$ cat src/rtl/vid_pkg.sv
// vid_pkg: shared video constants, RGB332 layout and the rectangle record
//   CW            coordinate width
//   RW/GW/BW      RGB332 field widths, *_LSB their bit offsets in a colour byte
//   rect_t        {x0, x1, y0, y1, color}; its bit order matches WR_DATA, so a
//                 cast of WR_DATA yields the rectangle directly
//   H_VIS/V_VIS   visible extents
package vid_pkg;
  localparam int CW = 10;
  localparam int RW = 3;
  localparam int GW = 3;
  localparam int BW = 2;
  localparam int R_LSB = 5;
  localparam int G_LSB = 2;
  localparam int B_LSB = 0;
  localparam int H_VIS = 640;
  localparam int V_VIS = 480;
  localparam int X0_LSB = 38;
  localparam int X1_LSB = 28;
  localparam int Y0_LSB = 18;
  localparam int Y1_LSB = 8;
  localparam int COL_LSB = 0;
  localparam int WR_W = 48;
  typedef struct packed {
    logic [CW-1:0] x0;
    logic [CW-1:0] x1;
    logic [CW-1:0] y0;
    logic [CW-1:0] y1;
    logic [7:0]    color;
  } rect_t;
endpackage

$ cat src/rtl/rect_compositor_if.sv
// rect_compositor_if: rectangle write port and commit handshake
//   WR_VALID/WR_READY  write handshake, WR_IDX target slot, WR_DATA packed rect_t
//   COMMIT             request to publish the shadow table
//   COMMIT_DONE        pulse when the live table has been updated
interface rect_compositor_if;
  import vid_pkg::*;
  logic            WR_VALID;
  logic            WR_READY;
  logic [2:0]      WR_IDX;
  logic [WR_W-1:0] WR_DATA;
  logic            COMMIT;
  logic            COMMIT_DONE;
  modport master (output WR_VALID, WR_IDX, WR_DATA, COMMIT, input WR_READY, COMMIT_DONE);
  modport slave  (input WR_VALID, WR_IDX, WR_DATA, COMMIT, output WR_READY, COMMIT_DONE);
endinterface

$ cat src/rtl/rect_hit.sv
// rect_hit: half-open hit test of one rectangle against the current pixel
//   r_i    rectangle; x1<=x0 or y1<=y0 never hits
//   x_i/y_i pixel coordinates
//   hit_o  pixel inside the rectangle
//   col_o  rectangle colour when hit, zero otherwise
module rect_hit
  import vid_pkg::*;
(
  input  rect_t         r_i,
  input  logic [CW-1:0] x_i,
  input  logic [CW-1:0] y_i,
  output logic          hit_o,
  output logic [7:0]    col_o
);
  assign hit_o = (x_i >= r_i.x0) && (x_i < r_i.x1) && (y_i >= r_i.y0) && (y_i < r_i.y1);
  assign col_o = hit_o ? r_i.color : 8'h00;
endmodule

$ cat src/rtl/rect_compositor.sv
// rect_compositor: paints NRECT rectangles as RGB332 over BG, 2-cycle pipeline
//   CLK/RST               pixel clock, synchronous active-high reset
//   XPOS/YPOS/DE_IN/HS_IN/VS_IN  raw timing from the sync generator
//   wr                    write port + commit handshake (rect_compositor_if.slave)
//   RED/GREEN/BLUE        pixel colour, HS/VS/DE inputs delayed by 2
// Build option RECT_BLEND_EN: overlapping rects OR their colours instead of
// lowest-index priority.
module rect_compositor
  import vid_pkg::*;
#(
  parameter int         NRECT    = 4,
  parameter logic [7:0] BG       = 8'h00,
  parameter bit         SYNC_POL = 1'b0
) (
  input  logic          CLK,
  input  logic          RST,
  input  logic [CW-1:0] XPOS,
  input  logic [CW-1:0] YPOS,
  input  logic          DE_IN,
  input  logic          HS_IN,
  input  logic          VS_IN,
  rect_compositor_if.slave wr,
  output logic [RW-1:0] RED,
  output logic [GW-1:0] GREEN,
  output logic [BW-1:0] BLUE,
  output logic          HS,
  output logic          VS,
  output logic          DE
);
  // DONE holds the COMMIT_DONE cycle with the write port still closed, so
  // WR_READY reopens the cycle after the pulse.
  typedef enum logic [1:0] {IDLE, PENDING, DONE} state_t;
  state_t state_q, state_d;
  rect_t shadow_q [NRECT];
  rect_t shadow_d [NRECT];
  rect_t live_q [NRECT];
  rect_t live_d [NRECT];
  logic vs_q, vs_edge, commit, we;
  logic [NRECT-1:0] hit, s1_hit_q;
  logic [7:0] col [NRECT];
  logic [7:0] s1_col_q [NRECT];
  logic s1_de_q, s1_hs_q, s1_vs_q;
  logic [7:0] rgb_d, rgb_q;
  logic de_q, hs_q, vs_oq;
  assign vs_edge = (VS_IN == SYNC_POL) && (vs_q != SYNC_POL);
  assign we = wr.WR_VALID && wr.WR_READY;
  assign wr.WR_READY = state_q == IDLE;
  assign wr.COMMIT_DONE = state_q == DONE;
  always_comb begin
    commit = vs_edge && (state_q == PENDING || (state_q == IDLE && wr.COMMIT));
    state_d = commit ? DONE : state_q == DONE ? IDLE : (state_q == IDLE && wr.COMMIT) ? PENDING : state_q;
  end
  // Live copies the post-write shadow so a write in the commit cycle is included.
  always_comb begin
    shadow_d = shadow_q;
    for (int i = 0; i < NRECT; i++)
      if (we && int'(wr.WR_IDX) == i) shadow_d[i] = rect_t'(wr.WR_DATA);
    live_d = live_q;
    if (commit) live_d = shadow_d;
  end
  for (genvar i = 0; i < NRECT; i++) begin : g_hit
    rect_hit u_hit (.r_i(live_q[i]), .x_i(XPOS), .y_i(YPOS), .hit_o(hit[i]), .col_o(col[i]));
  end
  always_comb begin
    rgb_d = 8'h00;
`ifdef RECT_BLEND_EN
    for (int i = 0; i < NRECT; i++) rgb_d = rgb_d | s1_col_q[i];
    if (s1_hit_q == '0) rgb_d = BG;
`else
    rgb_d = BG;
    for (int i = NRECT - 1; i >= 0; i--) if (s1_hit_q[i]) rgb_d = s1_col_q[i];
`endif
    if (!s1_de_q) rgb_d = 8'h00;
  end
  always_ff @(posedge CLK) begin
    if (RST) begin
      state_q <= IDLE;
      vs_q <= ~SYNC_POL;
      for (int i = 0; i < NRECT; i++) begin
        shadow_q[i] <= '0;
        live_q[i] <= '0;
        s1_col_q[i] <= '0;
      end
      s1_hit_q <= '0;
      s1_de_q <= 1'b0;
      s1_hs_q <= ~SYNC_POL;
      s1_vs_q <= ~SYNC_POL;
      rgb_q <= '0;
      de_q <= 1'b0;
      hs_q <= ~SYNC_POL;
      vs_oq <= ~SYNC_POL;
    end else begin
      state_q <= state_d;
      vs_q <= VS_IN;
      shadow_q <= shadow_d;
      live_q <= live_d;
      s1_hit_q <= hit;
      s1_col_q <= col;
      s1_de_q <= DE_IN;
      s1_hs_q <= HS_IN;
      s1_vs_q <= VS_IN;
      rgb_q <= rgb_d;
      de_q <= s1_de_q;
      hs_q <= s1_hs_q;
      vs_oq <= s1_vs_q;
    end
  end
  assign RED = rgb_q[R_LSB+:RW];
  assign GREEN = rgb_q[G_LSB+:GW];
  assign BLUE = rgb_q[B_LSB+:BW];
  assign DE = de_q;
  assign HS = hs_q;
  assign VS = vs_oq;
endmodule

$ cat src/flat_wrapper.sv
// flat-port wrapper written by rule: the top's interface ports become plain ports
module rect_compositor_flat import vid_pkg::*;
#(
  parameter int         NRECT    = 4,
  parameter logic [7:0] BG       = 8'h00,
  parameter bit         SYNC_POL = 1'b0
)
  (CLK, RST, XPOS, YPOS, DE_IN, HS_IN, VS_IN, RED, GREEN, BLUE, HS, VS, DE, wr_WR_VALID, wr_WR_IDX, wr_WR_DATA, wr_COMMIT, wr_WR_READY, wr_COMMIT_DONE);
  rect_compositor_if wr_i ();
  input  logic CLK;
  input  logic RST;
  input  logic [CW-1:0] XPOS;
  input  logic [CW-1:0] YPOS;
  input  logic DE_IN;
  input  logic HS_IN;
  input  logic VS_IN;
  output logic [RW-1:0] RED;
  output logic [GW-1:0] GREEN;
  output logic [BW-1:0] BLUE;
  output logic HS;
  output logic VS;
  output logic DE;
  input wire logic [$bits(wr_i.WR_VALID)-1:0] wr_WR_VALID;
  input wire logic [$bits(wr_i.WR_IDX)-1:0] wr_WR_IDX;
  input wire logic [$bits(wr_i.WR_DATA)-1:0] wr_WR_DATA;
  input wire logic [$bits(wr_i.COMMIT)-1:0] wr_COMMIT;
  output wire logic [$bits(wr_i.WR_READY)-1:0] wr_WR_READY;
  output wire logic [$bits(wr_i.COMMIT_DONE)-1:0] wr_COMMIT_DONE;
  assign wr_i.WR_VALID = wr_WR_VALID;
  assign wr_i.WR_IDX = wr_WR_IDX;
  assign wr_i.WR_DATA = wr_WR_DATA;
  assign wr_i.COMMIT = wr_COMMIT;
  assign wr_WR_READY = wr_i.WR_READY;
  assign wr_COMMIT_DONE = wr_i.COMMIT_DONE;
  rect_compositor #(.NRECT(NRECT), .BG(BG), .SYNC_POL(SYNC_POL)) u_core (.CLK(CLK), .RST(RST), .XPOS(XPOS), .YPOS(YPOS), .DE_IN(DE_IN), .HS_IN(HS_IN), .VS_IN(VS_IN), .wr(wr_i), .RED(RED), .GREEN(GREEN), .BLUE(BLUE), .HS(HS), .VS(VS), .DE(DE));
endmodule
$ cat config.mk
export PLATFORM = sky130hd
export DESIGN_NAME = rect_compositor_flat
export DESIGN_NICKNAME = d
export VERILOG_FILES = /design/src/rtl/vid_pkg.sv /design/src/rtl/rect_compositor_if.sv /design/src/rtl/rect_hit.sv /design/src/rtl/rect_compositor.sv /design/src/flat_wrapper.sv
export SDC_FILE = /design/constraint.sdc
export NUM_CORES = 1
export LEC_CHECK = 0
export CAP_MARGIN = 40
export CORE_AREA = 3 3 190 192
export CTS_CLUSTER_DIAMETER = 120
export DETAILED_ROUTE_END_ITERATION = 6
export DIE_AREA = 0 0 193 195
export MAX_ROUTING_LAYER = met4
export PLACE_DENSITY = 0.81
export SYNTH_ARGS = -nofsm -noshare
export SYNTH_HDL_FRONTEND = slang
export SYNTH_SLANG_ARGS = --single-unit
$ cat constraint.sdc
create_clock -name CLK -period 2.4 [get_ports CLK]
set_clock_uncertainty 0.2 [all_clocks]
set_input_delay 0.48 -clock CLK [delete_from_list [all_inputs] [get_ports CLK]]
set_output_delay 0.48 -clock CLK [all_outputs]
set_load 0.01 [all_outputs]
Word-level counts from Yosys, hierarchy flattened
Index checks and enable logic that the tools add are counted.

Register bits after elaboration: 436. Bits in latches: 0. Bits in writable memories: 0. Bits in read-only memories: 0. Bits of input ports: 78. Output and inout port bits: 13. Word-level logic and storage cells: 122. Memories kept: 0.

Add/subtract/negate cells: 0. Multiply operators: 0. Divide/modulo/power cells: 0. Magnitude comparators: 16. Equal/unequal tests: 5. Shift operators: 0. Multiplexer cells: 11. Bitwise gates (word level): 6. Reductions and logical operators: 30.

Operator list (count): 48-bit 2-to-1 mux (4); 10-bit >= comparator (8); 10-bit less-than comparator (8); 8-bit 2-to-1 mux (4); 1-bit logical AND (20); 2-bit OR reduction (5); 3-bit equality test, second input constant (2); 2-bit 2-to-1 mux (3); 1-bit NOT (6); 3-bit by 2-bit equality test with 1-bit output, second input constant (1); 3-bit logical NOT (1); 3-bit nonzero test (1); 3-bit OR reduction (1); 2-bit by 1-bit equality test with 1-bit output, second input constant (1); 2-bit equality test, second input constant (1); 2-bit logical NOT (1); 1-bit logical OR (1).

Depth between registers and ports, before layout
Word-level depth: 6. Depth in mapped cells: 7. Gate-level depth less buffers: 7.

Hierarchy
Synthesis repeated with hierarchy kept, for this count alone.

Cells, all modules: 2298. Area, all modules: 20488.4 µm².

By module, submodules not included: rect_compositor (instances 1, cells each 1718, area each 16186.8 µm², seq. area each 8728.4 µm²); rect_hit at u_core.g_hit[2].u_hit ... (instances 2, cells each 147, area each 1086.0 µm², seq. area each 0.0 µm²); rect_hit at u_core.g_hit[0].u_hit ... (instances 2, cells each 143, area each 1064.8 µm², seq. area each 0.0 µm²).

Worst setup path after synthesis
Ideal clock, no wire load.

Kind: input -> register. Start: input port XPOS[4]. End: register u_core.s1_col_q[16] (netlist bit). Library setup time: 0.159 ns. Arrival: 2.049 ns. Data required time: 2.041 ns. Path slack: -0.008 ns. Stages on the path: 6. Path buffers: 0. Cell sequence: ha_1 a21o_1 a211oi_1 o21ai_0 a221oi_1 nor4b_1.

Word-level cells in the longest chain between the ends: 6. Elaborated cells between the ends (all ways): 7. Classes of those cells: 2 x order compare; 1 x bitwise; 4 x reduce/logical.

Ends and longest elaborated chain: start: declaration (RTL line flat_wrapper.sv:12) `input logic [CW-1:0] XPOS;`; 10-bit >= comparator or 10-bit less-than comparator (tied branches) (RTL line rect_hit.sv:15) `assign hit_o = (x_i >= r_i.x0) && (x_i < r_i.x1) && (y_i >= r_i.y0) && (y_i < r_i.y1);`; 1-bit logical AND (*) (3 in a row) (RTL line rect_hit.sv:15); 1-bit NOT (no source line) (*); 2-bit OR reduction (no source line) (*); end signal: assignment (RTL line rect_compositor.sv:98) `s1_col_q <= col;`; end: declaration (RTL line rect_compositor.sv:41) `logic [7:0] s1_col_q [NRECT];`.

Mark *: on every way between the ends. The rest lies on a longest branch, timed or not. A chain may end at the register's enable or synchronous reset.

Worst setup path in the final report
Start: input port XPOS[2]. End: register u_core.s1_col_q[8] (netlist bit).

The elaborated chain is that of the path after synthesis.

==> results_dict.tcl <==
set metrics [dict create \
    worstPathArrival_ns 2.63 \
    start_util_pct 53.8 \
    path_max_fanout 8 \
    synth_compound_area_share_pct 13.8 \
    syn_to_final_growth_pct 21.4 \
    hp-class "register to register" \
    synth_top_family_by_area "compound AO/OA/AOI/OAI gates" \
    synth_area_um2 18600 \
    drive_gt1_share_pct 12.3 \
    clk_path_buf_depth 3 \
    syn_avg_cell_area_um2 9.66 \
    crit_path_end_kind "register" \
    die_w_um 193 \
    die_area_um2 37600 \
    cts_tree "done" \
    dp_hpwl_um 31600 \
    timing.fmax_ghz 0.415 \
    synth-async-reset-ratio_pct 0 \
    finalNetCount 2290 \
    antenna_found_initial 4 \
    drtIter0Drc 1120 \
    timing.slew.headroom_pct 42.4 \
    irDropWorstVdd_uv 473 \
    worst_setup_path_start_kind "input pin" \
    h-tree-depth 2 \
    die_h_um 195 \
    drv_cap 0 \
    grt_max_degree 123 \
    reg2regPathDepth 8 \
    layout_commonest_cell "dfxtp_1" \
    hold_depth 1 \
    ys_warn_count 0 \
    ant_nets 0 \
    final_cells 2553 \
    track_usage_pct 25.1 \
    postCtsHoldBufs 0 \
    p_comb_share_pct 13.5 \
    pin_count 91 \
    fin_crit_sh_pct 100 \
    synth_mux_area_share_pct 10.4 \
    path_clk_slew_ns 0.06 \
    power_density_nw_per_um2 767 \
    cp.required_ns 2.62 \
    cts_root_buffer "clkbuf_16" \
    cts.sinks 436 \
    drv_slew 0 \
    ys.flop_type "dfxtp_1" \
    drtPass1Iterations 5 \
    yosys.area_share.simple_pct 12.6 \
    synthesis.instances 1925 \
    synthAdderAreaFrac_pct 10.2 \
    worstSkewPairLatency_ns 0.57 \
    min_period_ns 2.41 \
    grt_first_pass_wirelength_um 73900 \
    fp.coreArea_um2 34500 \
    drc_errors 0 \
    p_int_uw 12900 \
    num_rows 68 \
    grt_pass1_vias 14200 \
    path_class "input pin to register" \
    p_sw_uw 4430 \
    yosysUniqueCellTypes 49 \
    worst_slack_ns -0.00999 \
    swShare_pct 25.6 \
    synth_edf_count 0 \
    wl_per_cell_um 18.4 \
    rsz0062_at_grt "yes" \
    finalPower_uw 17300 \
    power_leakage_uw 0.00953 \
    fillers 2670 \
    gp_congestion 0.923 \
    globalRouteOverflowTotal 0 \
    via_count 14400 \
    viasPerCell 5.63 \
    setup-violations-final 5 \
    io_buffers 90 \
    finalHoldViolCount 0 \
    final_cell_mix "dfxtp_1, nor2_1, mux2i_1" \
    synthXorXnorAreaFrac_pct 0 \
    outcome "complete, but fails checks" \
    numPlacedInstances 2462 \
    power_frac_clock_pct 41.7 \
    synth-seq-cells 436 \
    wirelength_um 47000 \
    tightest_slew_ns 0.865 \
    cts_buffers 45 \
    synth_nets 2155 \
    p_seq_share_pct 44.8 \
    ys_seq_area_share_pct 47.0 \
    violations "negative setup slack" \
]
[cell families after synthesis]
family | after synthesis
AND/OR/NAND/NOR | 536
flip-flops | 436
adder cells (fa/ha/maj) | 152
AO/OA/AOI/OAI | 337
multiplexers | 193
buffers and inverters | 271
[final cells by class]
| type | instances | area (um2) | area share, % |
|---|---|---|---|
| Sequential cell | 436 | 8730 | 38.7 |
| Clock inverter | 22 | 274 | 1.21 |
| Timing Repair Buffer | 199 | 2040 | 9.02 |
| Multi-Input combinational cell | 1218 | 9070 | 40.2 |
| Clock buffer | 59 | 1280 | 5.67 |
| Inverter | 160 | 601 | 2.66 |
| Antenna cell | 4 | 10.0 | 0.0443 |
| Tap cell | 455 | 569 | 2.52 |
[through the flow]
| step | TNS [ns] | setup WS (ns) | area [um2] | utilization, % | hold slack [ns] |
|---|---|---|---|---|---|
| 2_1_floorplan | 0 | 0.0121 | 18600 | - | 0.189 |
| 3_3_place_gp | -94.25 | -0.685 | 20700 | 59.8 | 0.193 |
| 3_5_place_dp | -110.79 | -0.776 | 20700 | 59.8 | 0.199 |
| 4_1_cts | 0 | 0.00821 | 22300 | 64.4 | 0.215 |
| 5_1_grt | -0.991 | -0.130 | 22600 | 65.3 | 0.237 |
| 6_report | -0.0301 | -0.00999 | 22600 | 65.3 | 0.214 |
[flip-flops by register name, summed over array words and instances, names as in the netlist]
| name | count |
|---|---|
| u_core.vs_q | 1 |
| u_core.s1_de_q | 1 |
| u_core.HS | 1 |
| u_core.s1_hs_q | 1 |
| u_core.live_q | 192 |
| u_core.state_q | 2 |
| u_core.shadow_q | 192 |
| u_core.s1_col_q | 32 |
| u_core.DE | 1 |
| u_core.VS | 1 |
| u_core.s1_hit_q | 4 |
| u_core.rgb_q | 8 |
[metal layers]
layer	track usage (%)	vias up	wire length, um
met3	5.13	110	3150
met5	-	-	0
li1	-	6986	-
met4	7.93	0	1490
met1	32.8	6841	20400
met2	39.1	430	22000
[path summary, 6_finish.rpt]
kind | slack, ns | to | start
worst max-delay path | -0.01 | u_core.s1_col_q[8]$_SDFF_PP0_ | XPOS[2]
worst min-delay path | 0.21 | u_core.HS$_SDFF_PP1_ | u_core.s1_hs_q$_SDFF_PP1_
worst max register to register | 0.06 | u_core.s1_col_q[20]$_SDFF_PP0_ | u_core.live_q[123]$_SDFFE_PP0P_
worst min register to register | 0.21 | u_core.HS$_SDFF_PP1_ | u_core.s1_hs_q$_SDFF_PP1_
[critical path, cell delays in order]
cell             delay, ns
clkdlybuf4s50_1       0.47
buf_6                 0.16
ha_1                  0.28
a21o_1                0.21
a31oi_2               0.18
o21ai_1               0.13
a221oi_2              0.43
buf_4                 0.23
nor4b_1               0.06
[power by group through the flow]
stage / Sequential (uW) / Combinational, uW / Clock [uW]
global route: 7770 / 2580 / 7600
detailed placement: 7890 / 2180 / 0
global placement: 7880 / 2080 / 0
finish: 7740 / 2340 / 7220
floorplan: 7830 / 1350 / 0
CTS: 7740 / 2230 / 7310
[synth_stat cells (4+ instances only)]
master,n,share of area (%)
o21ai_0,10,0.27
inv_1,160,3.2
or2_2,4,0.13
buf_4,8,0.32
o2111ai_1,5,0.24
nor3_1,19,0.51
a21boi_0,8,0.32
nand2b_1,16,0.54
buf_2,23,0.62
a211oi_2,20,1.3
a21oi_1,39,1.1
nor2b_1,11,0.37
nor4b_1,22,1.0
clkbuf_1,76,1.5
mux2i_1,193,10
nand4_1,11,0.37
dfxtp_1,436,47
a211oi_1,184,7.4
a31oi_1,8,0.27
nor2_1,405,8.2
nand3_1,18,0.48
a221oi_1,9,0.42
ha_1,152,10
a21o_1,30,1.2
nand2_1,14,0.28
o21a_1,4,0.16
o2111a_1,4,0.24
and4_1,4,0.19
[timing repair]
item	CTS	global route
buffers inserted	0	2
pin swaps	6	11
setup endpoints to repair	27	38
gates cloned	0	4
resized for setup	18	55
Note: power is estimated with default switching activity, not from simulation.
